### config.mk
export PLATFORM = sky130hd
export DESIGN_NAME = mult_acc_stream
export DESIGN_NICKNAME = d
export VERILOG_FILES = /design/src/rtl/mult_acc_stream.sv
export SDC_FILE = /design/constraint.sdc
export NUM_CORES = 1
export LEC_CHECK = 0
export ABC_AREA = 1
export ABC_CLOCK_PERIOD_IN_PS = 4900
export BUFFER_PORTS_ARGS = -buffer_cell sky130_fd_sc_hd__buf_2
export CORE_MARGIN = 1
export CORE_UTILIZATION = 60
export DETAILED_ROUTE_END_ITERATION = 8
export PLACE_DENSITY = 0.85
export SLEW_MARGIN = 20
export SYNTH_ARGS = -nofsm -noshare
export SYNTH_HDL_FRONTEND = slang
export SYNTH_SLANG_ARGS = --single-unit
### constraint.sdc
create_clock -name clk -period 4.9 [get_ports clk]
set_input_delay 0.98 -clock clk [delete_from_list [all_inputs] [get_ports clk]]
set_output_delay 0.98 -clock clk [all_outputs]
set_load 0.005 [all_outputs]
### src/rtl/mult_acc_stream.sv
// mult_acc_stream
// Streaming multiply-accumulate. Each accepted beat multiplies a by b through
// a LATENCY-deep register pipeline and adds the product into a packet
// accumulator. The beat flagged i_last emits the packet sum together with a
// sticky overflow flag.
//
// Ports:
//   clk        - clock, all state updates on the rising edge
//   arst       - asynchronous active-high reset
//   i_valid    - input beat valid
//   i_ready    - block can accept a beat (combinational from o_ready/o_valid)
//   a, b       - operands
//   i_last     - beat is the final beat of its packet
//   o_valid    - packet result valid
//   o_ready    - consumer accepts the result
//   o          - packet sum, ACC_WIDTH bits, wraps modulo 2^ACC_WIDTH
//   o_overflow - the packet sum overflowed ACC_WIDTH, qualified by o_valid
module mult_acc_stream #(
    parameter int    A_WIDTH   = 8,
    parameter int    B_WIDTH   = 8,
    parameter string A_SIGNED  = "FALSE",
    parameter string B_SIGNED  = "FALSE",
    parameter int    LATENCY   = 2,
    parameter int    ACC_WIDTH = A_WIDTH + B_WIDTH + 8
) (
    input  logic                 clk,
    input  logic                 arst,
    input  logic                 i_valid,
    output logic                 i_ready,
    input  logic [A_WIDTH-1:0]   a,
    input  logic [B_WIDTH-1:0]   b,
    input  logic                 i_last,
    output logic                 o_valid,
    input  logic                 o_ready,
    output logic [ACC_WIDTH-1:0] o,
    output logic                 o_overflow
);

    localparam bit A_S   = (A_SIGNED == "TRUE");
    localparam bit B_S   = (B_SIGNED == "TRUE");
    localparam bit RES_S = A_S || B_S;
    localparam int PW    = A_WIDTH + B_WIDTH;

    logic                 w_en;
    logic                 r_o_valid;
    logic [ACC_WIDTH-1:0] r_o;
    logic                 r_o_ovf;
    logic [ACC_WIDTH-1:0] r_acc;
    logic                 r_ovf;

    // Whole pipeline freezes while a result is waiting for the consumer.
    assign w_en    = !r_o_valid || o_ready;
    assign i_ready = w_en;

    // Each operand gets one extra bit so every mode becomes a signed multiply:
    // unsigned operands are zero-extended, signed ones sign-extended.
    logic signed [A_WIDTH:0] w_a_ext;
    logic signed [B_WIDTH:0] w_b_ext;
    logic signed [A_WIDTH:0] r_a;
    logic signed [B_WIDTH:0] r_b;
    logic                    r_v1;
    logic                    r_l1;

    assign w_a_ext = A_S ? {a[A_WIDTH-1], a} : {1'b0, a};
    assign w_b_ext = B_S ? {b[B_WIDTH-1], b} : {1'b0, b};

    // Stage 1: operand register.
    always_ff @(posedge clk or posedge arst) begin
        if (arst) begin
            r_a  <= '0;
            r_b  <= '0;
            r_v1 <= 1'b0;
            r_l1 <= 1'b0;
        end else if (w_en) begin
            r_a  <= w_a_ext;
            r_b  <= w_b_ext;
            r_v1 <= i_valid;
            r_l1 <= i_last;
        end
    end

    // The true product always fits in PW bits, so multiplying at PW bits
    // (which keeps only the low PW bits) is exact.
    logic signed [PW-1:0] w_a_wide;
    logic signed [PW-1:0] w_b_wide;
    logic signed [PW-1:0] w_mult;

    assign w_a_wide = PW'(r_a);
    assign w_b_wide = PW'(r_b);
    assign w_mult   = w_a_wide * w_b_wide;

    // Stage outputs: index gi is what stage gi presents to the next stage.
    logic [LATENCY:1] w_v;
    logic [LATENCY:1] w_l;
    logic [PW-1:0]    w_sp [1:LATENCY];

    genvar gi;
    generate
        for (gi = 1; gi <= LATENCY; gi++) begin : g_stage
            if (gi == 1) begin : g_first
                assign w_v[gi]  = r_v1;
                assign w_l[gi]  = r_l1;
                assign w_sp[gi] = w_mult;
            end else begin : g_reg
                logic          r_v;
                logic          r_l;
                logic [PW-1:0] r_p;
                always_ff @(posedge clk or posedge arst) begin
                    if (arst) begin
                        r_v <= 1'b0;
                        r_l <= 1'b0;
                        r_p <= '0;
                    end else if (w_en) begin
                        r_v <= w_v[gi-1];
                        r_l <= w_l[gi-1];
                        r_p <= w_sp[gi-1];
                    end
                end
                assign w_v[gi]  = r_v;
                assign w_l[gi]  = r_l;
                assign w_sp[gi] = r_p;
            end
        end
    endgenerate

    logic                 w_fv;
    logic                 w_fl;
    logic signed [PW:0]   w_px;
    logic [ACC_WIDTH-1:0] w_ext;
    logic [ACC_WIDTH:0]   w_sum;
    logic                 w_ovf;

    assign w_fv = w_v[LATENCY];
    assign w_fl = w_l[LATENCY];

    // Extend the product by one bit per result mode, then the signed size cast
    // replicates that top bit up to ACC_WIDTH.
    assign w_px  = RES_S ? {w_sp[LATENCY][PW-1], w_sp[LATENCY]} : {1'b0, w_sp[LATENCY]};
    assign w_ext = ACC_WIDTH'(w_px);
    assign w_sum = {1'b0, r_acc} + {1'b0, w_ext};

    // Signed: addends agree in sign but the result does not.
    // Unsigned: carry out of the top accumulator bit.
    assign w_ovf = RES_S ? ((r_acc[ACC_WIDTH-1] == w_ext[ACC_WIDTH-1]) &&
                            (w_sum[ACC_WIDTH-1] != r_acc[ACC_WIDTH-1]))
                         : w_sum[ACC_WIDTH];

    always_ff @(posedge clk or posedge arst) begin
        if (arst) begin
            r_acc     <= '0;
            r_ovf     <= 1'b0;
            r_o       <= '0;
            r_o_ovf   <= 1'b0;
            r_o_valid <= 1'b0;
        end else if (w_en) begin
            // A pending result is consumed on this edge (or none was pending);
            // o_valid stays high only if another packet completes right now.
            r_o_valid <= w_fv && w_fl;
            if (w_fv) begin
                if (w_fl) begin
                    r_o     <= w_sum[ACC_WIDTH-1:0];
                    r_o_ovf <= r_ovf | w_ovf;
                    r_acc   <= '0;
                    r_ovf   <= 1'b0;
                end else begin
                    r_acc   <= w_sum[ACC_WIDTH-1:0];
                    r_ovf   <= r_ovf | w_ovf;
                end
            end
        end
    end

    assign o_valid    = r_o_valid;
    assign o          = r_o;
    assign o_overflow = r_o_ovf;

endmodule

==> flow_summary.json, run 1 <==
{
  "slew_viol_final": 0,
  "clock_latency_ps": 350,
  "ctsHtreeMaxLevel": 3,
  "path_clk_slew_ps": 60,
  "hold_path_class": "flip-flop to flip-flop",
  "synth_nets": 1076,
  "synth.top_cells.by_area": "dfrtp_1 31%, nand2_1 20%, fa_1 11%, ha_1 9.4%, inv_1 9.0%",
  "clock_skew_ps": 10.72,
  "worstPathRequired_ps": 5190,
  "syn-cell-area_mm2": 0.006950,
  "grt_first_pass_wirelength_um": 25470,
  "synth_top_area_cell": "dfrtp_1",
  "place_hpwl_um": 11790,
  "cp_max_fo": 9,
  "worstSetupPathType": "flip-flop to flip-flop",
  "drc": 0,
  "io_pins": 48,
  "min_period_ps": 4160,
  "wl_per_cell_um": 13.49,
  "num_vias": 5999,
  "use_met3_pct": 4.386,
  "synth_seq_cells": 87,
  "final_hold_viol_count": 0,
  "die_area_mm2": 0.01202,
  "grtUsageTotal_pct": 27.61,
  "synth-edff-count": 0,
  "cp-end-kind": "flip-flop",
  "numPortBuffers": 47,
  "clk_path_buf_depth": 2,
  "clock-root-buffer": "clkbuf_16",
  "yosys_warnings": 0,
  "outcome": "complete, no violations",
  "start_util_pct": 62.74,
  "coreArea_mm2": 0.01108,
  "cts_resized": 0,
  "drive_gt1_share_pct": 11.02,
  "gr-max-usage-layer": "met2",
  "syn_to_final_growth_pct": 8.227,
  "synthTopCellsByCount": "370 x nand2_1, 167 x inv_1, 87 x dfrtp_1",
  "cts_tree": "yes",
  "use_met2_pct": 46.90,
  "worstMarginPinSlew_ps": 976.5,
  "whs_ps": 469.0,
  "gr-total-overflow": 0,
  "place_congestion": 0.9781,
  "synth-async-reset-ratio_pct": 100.0,
  "max_freq_ghz": 0.2404,
  "tns_ps": 0,
  "routed_wl_um": 15350,
  "die_height_um": 109.6,
  "synth_cell_types": 31,
  "synthCells": 966,
  "ys.flop_type": "dfrtp_1",
  "nNetsFinal": 1104,
  "clock-sinks": 87,
  "yosysMostFrequentCell": "nand2_1",
  "drtAntennaViolNets": 0,
  "ys_seq_area_share_pct": 31.32,
  "synth.avg_cell_area_um2": 7.195,
  "critPathLaunchType": "flip-flop",
  "die_w_um": 109.6,
  "num_antenna_cells": 0,
  "maxSlewHeadroom_pct": 34.83,
  "grt_max_degree": 55,
  "min_period_over_period_pct": 84.90,
  "cts_buffers": 9,
  "rows": 38,
  "grt_use_met1_pct": 35.54,
  "dr.first_iter.drc_count": 482,
  "setup-violations-final": 0,
  "cts_setup_buffers": 0,
  "rsz0062_at_grt": "no",
  "ctsHoldBuffers": 0,
  "grt_pass1_vias": 5536,
  "firstDrtPassIters": 6,
  "antenna_found_initial": 0,
  "avgViaCountPerCell": 5.272,
  "cap_violations": 0,
  "crit_arrival_ps": 4450,
  "synth_top_area_share_pct": 31.32
}
## flip-flops by register name, indices dropped and copies added, names as in the netlist, 8 cells and up
| register | flops |
|---|---|
| r_b | 8 |
| g_stage.g_reg.r_p | 16 |
| r_a | 8 |
| r_acc | 24 |
| o | 24 |
## worst paths after layout
check | slack (ps) | endpoint | start | depth (start not counted)
min in group asynchronous | 790 | g_stage[2].g_reg.r_v | arst | 2
max in group asynchronous | 3130 | o[6] | arst | 3
min reg2reg | 470 | o[21] | o[21] | 2
min | 470 | o[21] | o[21] | 2
max | 740 | g_stage[2].g_reg.r_p[15] | r_a[1] | 16
max reg2reg | 740 | g_stage[2].g_reg.r_p[15] | r_a[1] | 16
## metal layers
layer  share of wire [%]  up-vias  wire length (um)
met2                  48      178              7415
met4                 2.3        0               351
met5                   0        -                 0
met3                 5.6       31               867
li1                    -     2978                 -
met1                  44     2812              6712
## area by class of cell
| class | instances | area [um^2] |
|---|---|---|
| tap | 140 | 175.2 |
| clock buffer | 9 | 225.2 |
| fill | 912 | 3556 |
| clock inverter | 6 | 45.04 |
| inverter | 175 | 658.1 |
| timing repair buffer | 50 | 257.7 |
| multi-input combinational | 671 | 3984 |
| sequential | 87 | 2177 |
## worst max-delay path, stage by stage (launching register included)
cell	delay (ps)
dfrtp_1	490
nand2_1	110
inv_1	60
fa_1	510
fa_1	520
fa_1	560
inv_1	60
fa_1	530
inv_1	40
ha_1	340
a21oi_1	250
nor2_1	80
o21ai_0	230
nand3_1	110
nand2_1	80
nand3_1	70
nand2_1	80
## stage by stage
stage / setup WS, ps / std cells / cell area, um^2 / utilization [%]
2_1_floorplan: 951.1 / 966 / 6950 / -
3_3_place_gp: 867.6 / 1123 / 7252 / 65.46
3_5_place_dp: 782.4 / 1123 / 7252 / 65.46
4_1_cts: 766.6 / 1138 / 7522 / 67.90
5_1_grt: 438.4 / 1138 / 7522 / 67.90
6_report: 740.0 / 1138 / 7522 / 67.90
## cell families after synthesis
family / after synthesis / share of synthesized area [%]
buffers and inverters: 208 / 11.43
AND/OR/NAND/NOR: 516 / 31.29
XOR/XNOR: 14 / 1.764
adder cells (fa/ha/maj): 89 / 20.02
flip-flops: 87 / 31.32
AO/OA/AOI/OAI: 52 / 4.177
## placed cells by master, fill, tap and decap left out, drive strengths merged, types with 3 or more instances in the layout
| cell type | instances |
|---|---|
| nand2 | 386 |
| inv | 176 |
| dfrtp | 87 |
| nand3 | 65 |
| ha | 52 |
| buf | 50 |
| nor2 | 41 |
| fa | 37 |
| o21ai | 30 |
| a21oi | 16 |
| xnor2 | 9 |
| clkbuf | 9 |
| nand4 | 8 |
| nand3b | 6 |
| nor3 | 6 |
| xor2 | 5 |
| clkinv | 5 |
| or2 | 4 |
| a22o | 3 |
Power of run 1 is not shown: default switching activity piles up to over one toggle a cycle in this logic, so the estimate is an artifact.
==> run 2, diff against run 1 <==
Settings changed: ABC_CLOCK_PERIOD_IN_PS 4900 to 3700, CORE_UTILIZATION 60 to 56, PLACE_DENSITY 0.85 to 0.84.
Clock period 4.9 ns to 3.7 ns, I/O delays scaled along.
==> run 2 against run 1 <==
Net effect:
- the flow now finishes with violations (setup timing)
- worst setup slack lost 1000 ps
- first-iteration DRC count grew 10%
- core utilization grew 0.67 points
- final cell count grew 6.7%
- via count grew 8.5%
- critical path depth is the same
- global-route usage grew 1.5 points
- critical endpoint is now g_stage[2].g_reg.r_p[11]
==> flow_summary.json, run 2 (same netlist as run 1, synthesis figures left out) <==
{
  "multi_input_area_mm2": 0.004247,
  "crit_arrival_ps": 4200,
  "syn_to_final_growth_pct": 18.99,
  "final_hold_viol_count": 0,
  "antenna_found_initial": 0,
  "holdPathStages": 2,
  "avgViaCountPerCell": 5.363,
  "fillers": 911,
  "num_antenna_cells": 0,
  "dr.first_iter.drc_count": 530,
  "cp_max_fo": 8,
  "die_w_um": 113.4,
  "outcome": "finished, violations left",
  "clk_path_buf_depth": 2,
  "min_period_ps": 3992,
  "path_clk_slew_ps": 80,
  "final_core_util_pct": 68.57,
  "clock-sinks": 87,
  "critPathLaunchType": "flip-flop",
  "worstPathRequired_ps": 3910,
  "maxSlewHeadroom_pct": 47.94,
  "io_pins": 48,
  "drtAntennaViolNets": 0,
  "slew_viol_final": 0,
  "worstRegToRegCells": 16,
  "place_congestion": 0.9660,
  "grt_pass1_vias": 6260,
  "grt_max_degree": 67,
  "violations": "setup timing",
  "die_height_um": 113.4,
  "ctsHoldBuffers": 0,
  "firstDrtPassIters": 5,
  "drc": 0,
  "regArea_mm2": 0.002185,
  "routed_wl_um": 18250,
  "gr-total-overflow": 0,
  "setup_ws_ps": -291.9,
  "layout_commonest_cell": "nand2_1",
  "clock_skew_ps": 14.01,
  "place_hpwl_um": 12410,
  "min_period_over_period_pct": 107.9,
  "clock_latency_ps": 360,
  "cp-end-kind": "flip-flop",
  "die_area_mm2": 0.01286,
  "cap_violations": 0,
  "worstMarginPinSlew_ps": 781.0,
  "ctsHtreeMaxLevel": 3,
  "nNetsFinal": 1151,
  "setup-violations-final": 9,
  "max_freq_ghz": 0.2505,
  "drive_gt1_share_pct": 20.75,
  "numPortBuffers": 47,
  "coreArea_mm2": 0.01206,
  "cts_tree": "yes",
  "num_vias": 6511,
  "start_util_pct": 57.62,
  "rsz0062_at_grt": "yes",
  "rows": 40,
  "worstSetupPathType": "flip-flop to flip-flop",
  "grtUsageTotal_pct": 29.11,
  "hold_path_class": "flip-flop to flip-flop",
  "grt_first_pass_wirelength_um": 29240,
  "final_cell_mix": "351 x nand2_1, 155 x inv_1, 81 x dfrtp_1",
  "cts_buffers": 9,
  "clock-root-buffer": "clkbuf_16",
  "wl_per_cell_um": 15.03
}
-- run 2: cell type report --
type                    instances  share of cell area (%)
multi-input cells             671                   51.35
flip-flops and latches         87                   26.41
inverters                     175                   7.973
repair buffers                 97                   7.746
clock buffers                  10                   2.890
well taps                     168                   2.542
clock inverters                 6                   1.089
-- run 2: through the flow --
stage / hold slack, ps / TNS (ps) / area, um^2 / std cells / setup slack, ps
5_1_grt: 492.3 / -2316 / 8270 / 1214 / -366.8
6_report: 466.4 / -1457 / 8270 / 1214 / -291.9
4_1_cts: 471.0 / -264.8 / 8083 / 1208 / -62.94
3_3_place_gp: 450.7 / -226.5 / 7585 / 1184 / -42.22
2_1_floorplan: 452.8 / 0 / 7059 / 966 / 8.862
3_5_place_dp: 454.7 / -1063 / 7585 / 1184 / -154.9
-- run 2: timing repair --
| action | in CTS | in global routing |
|---|---|---|
| hold endpoints to repair | 0 | 0 |
| pin swaps | 29 | 29 |
| setup endpoints to repair | 10 | 10 |
| buffers inserted | 8 | 6 |
| resized for setup | 37 | 36 |
-- run 2: worst max-delay path: stages, from the launching register on --
cell and delay (ps):
dfrtp_2 480, buf_4 160, nand2_1 60, inv_1 50
fa_1 380, inv_1 80, fa_1 440, fa_1 500
fa_1 510, inv_1 70, ha_4 250, a21oi_4 200
o21ai_4 110, nand3_1 90, nand2_1 80, xnor2_1 220
o21ai_1 150
-- run 2: per-layer routing --
layer	vias up	GRT usage, %	wire length, um
met2	270	48.75	8693
met3	83	5.048	1190
li1	3066	-	-
met5	-	0	0
met1	3092	36.31	7393
met4	0	15.09	971
-- run 2: path summary, 6_finish.rpt --
| check | slack [ps] | endpoint | from |
|---|---|---|---|
| setup / recovery | -290 | g_stage[2].g_reg.r_p[11] | r_b[3] |
| min in group asynchronous | 550 | o[1] | arst |
| hold reg to reg | 470 | o[0] | o[0] |
| setup reg to reg | -290 | g_stage[2].g_reg.r_p[11] | r_b[3] |
| max in group asynchronous | 2390 | r_a[5] | arst |
| hold / removal | 470 | o[0] | o[0] |
Power of run 2 is left out for the same reason.
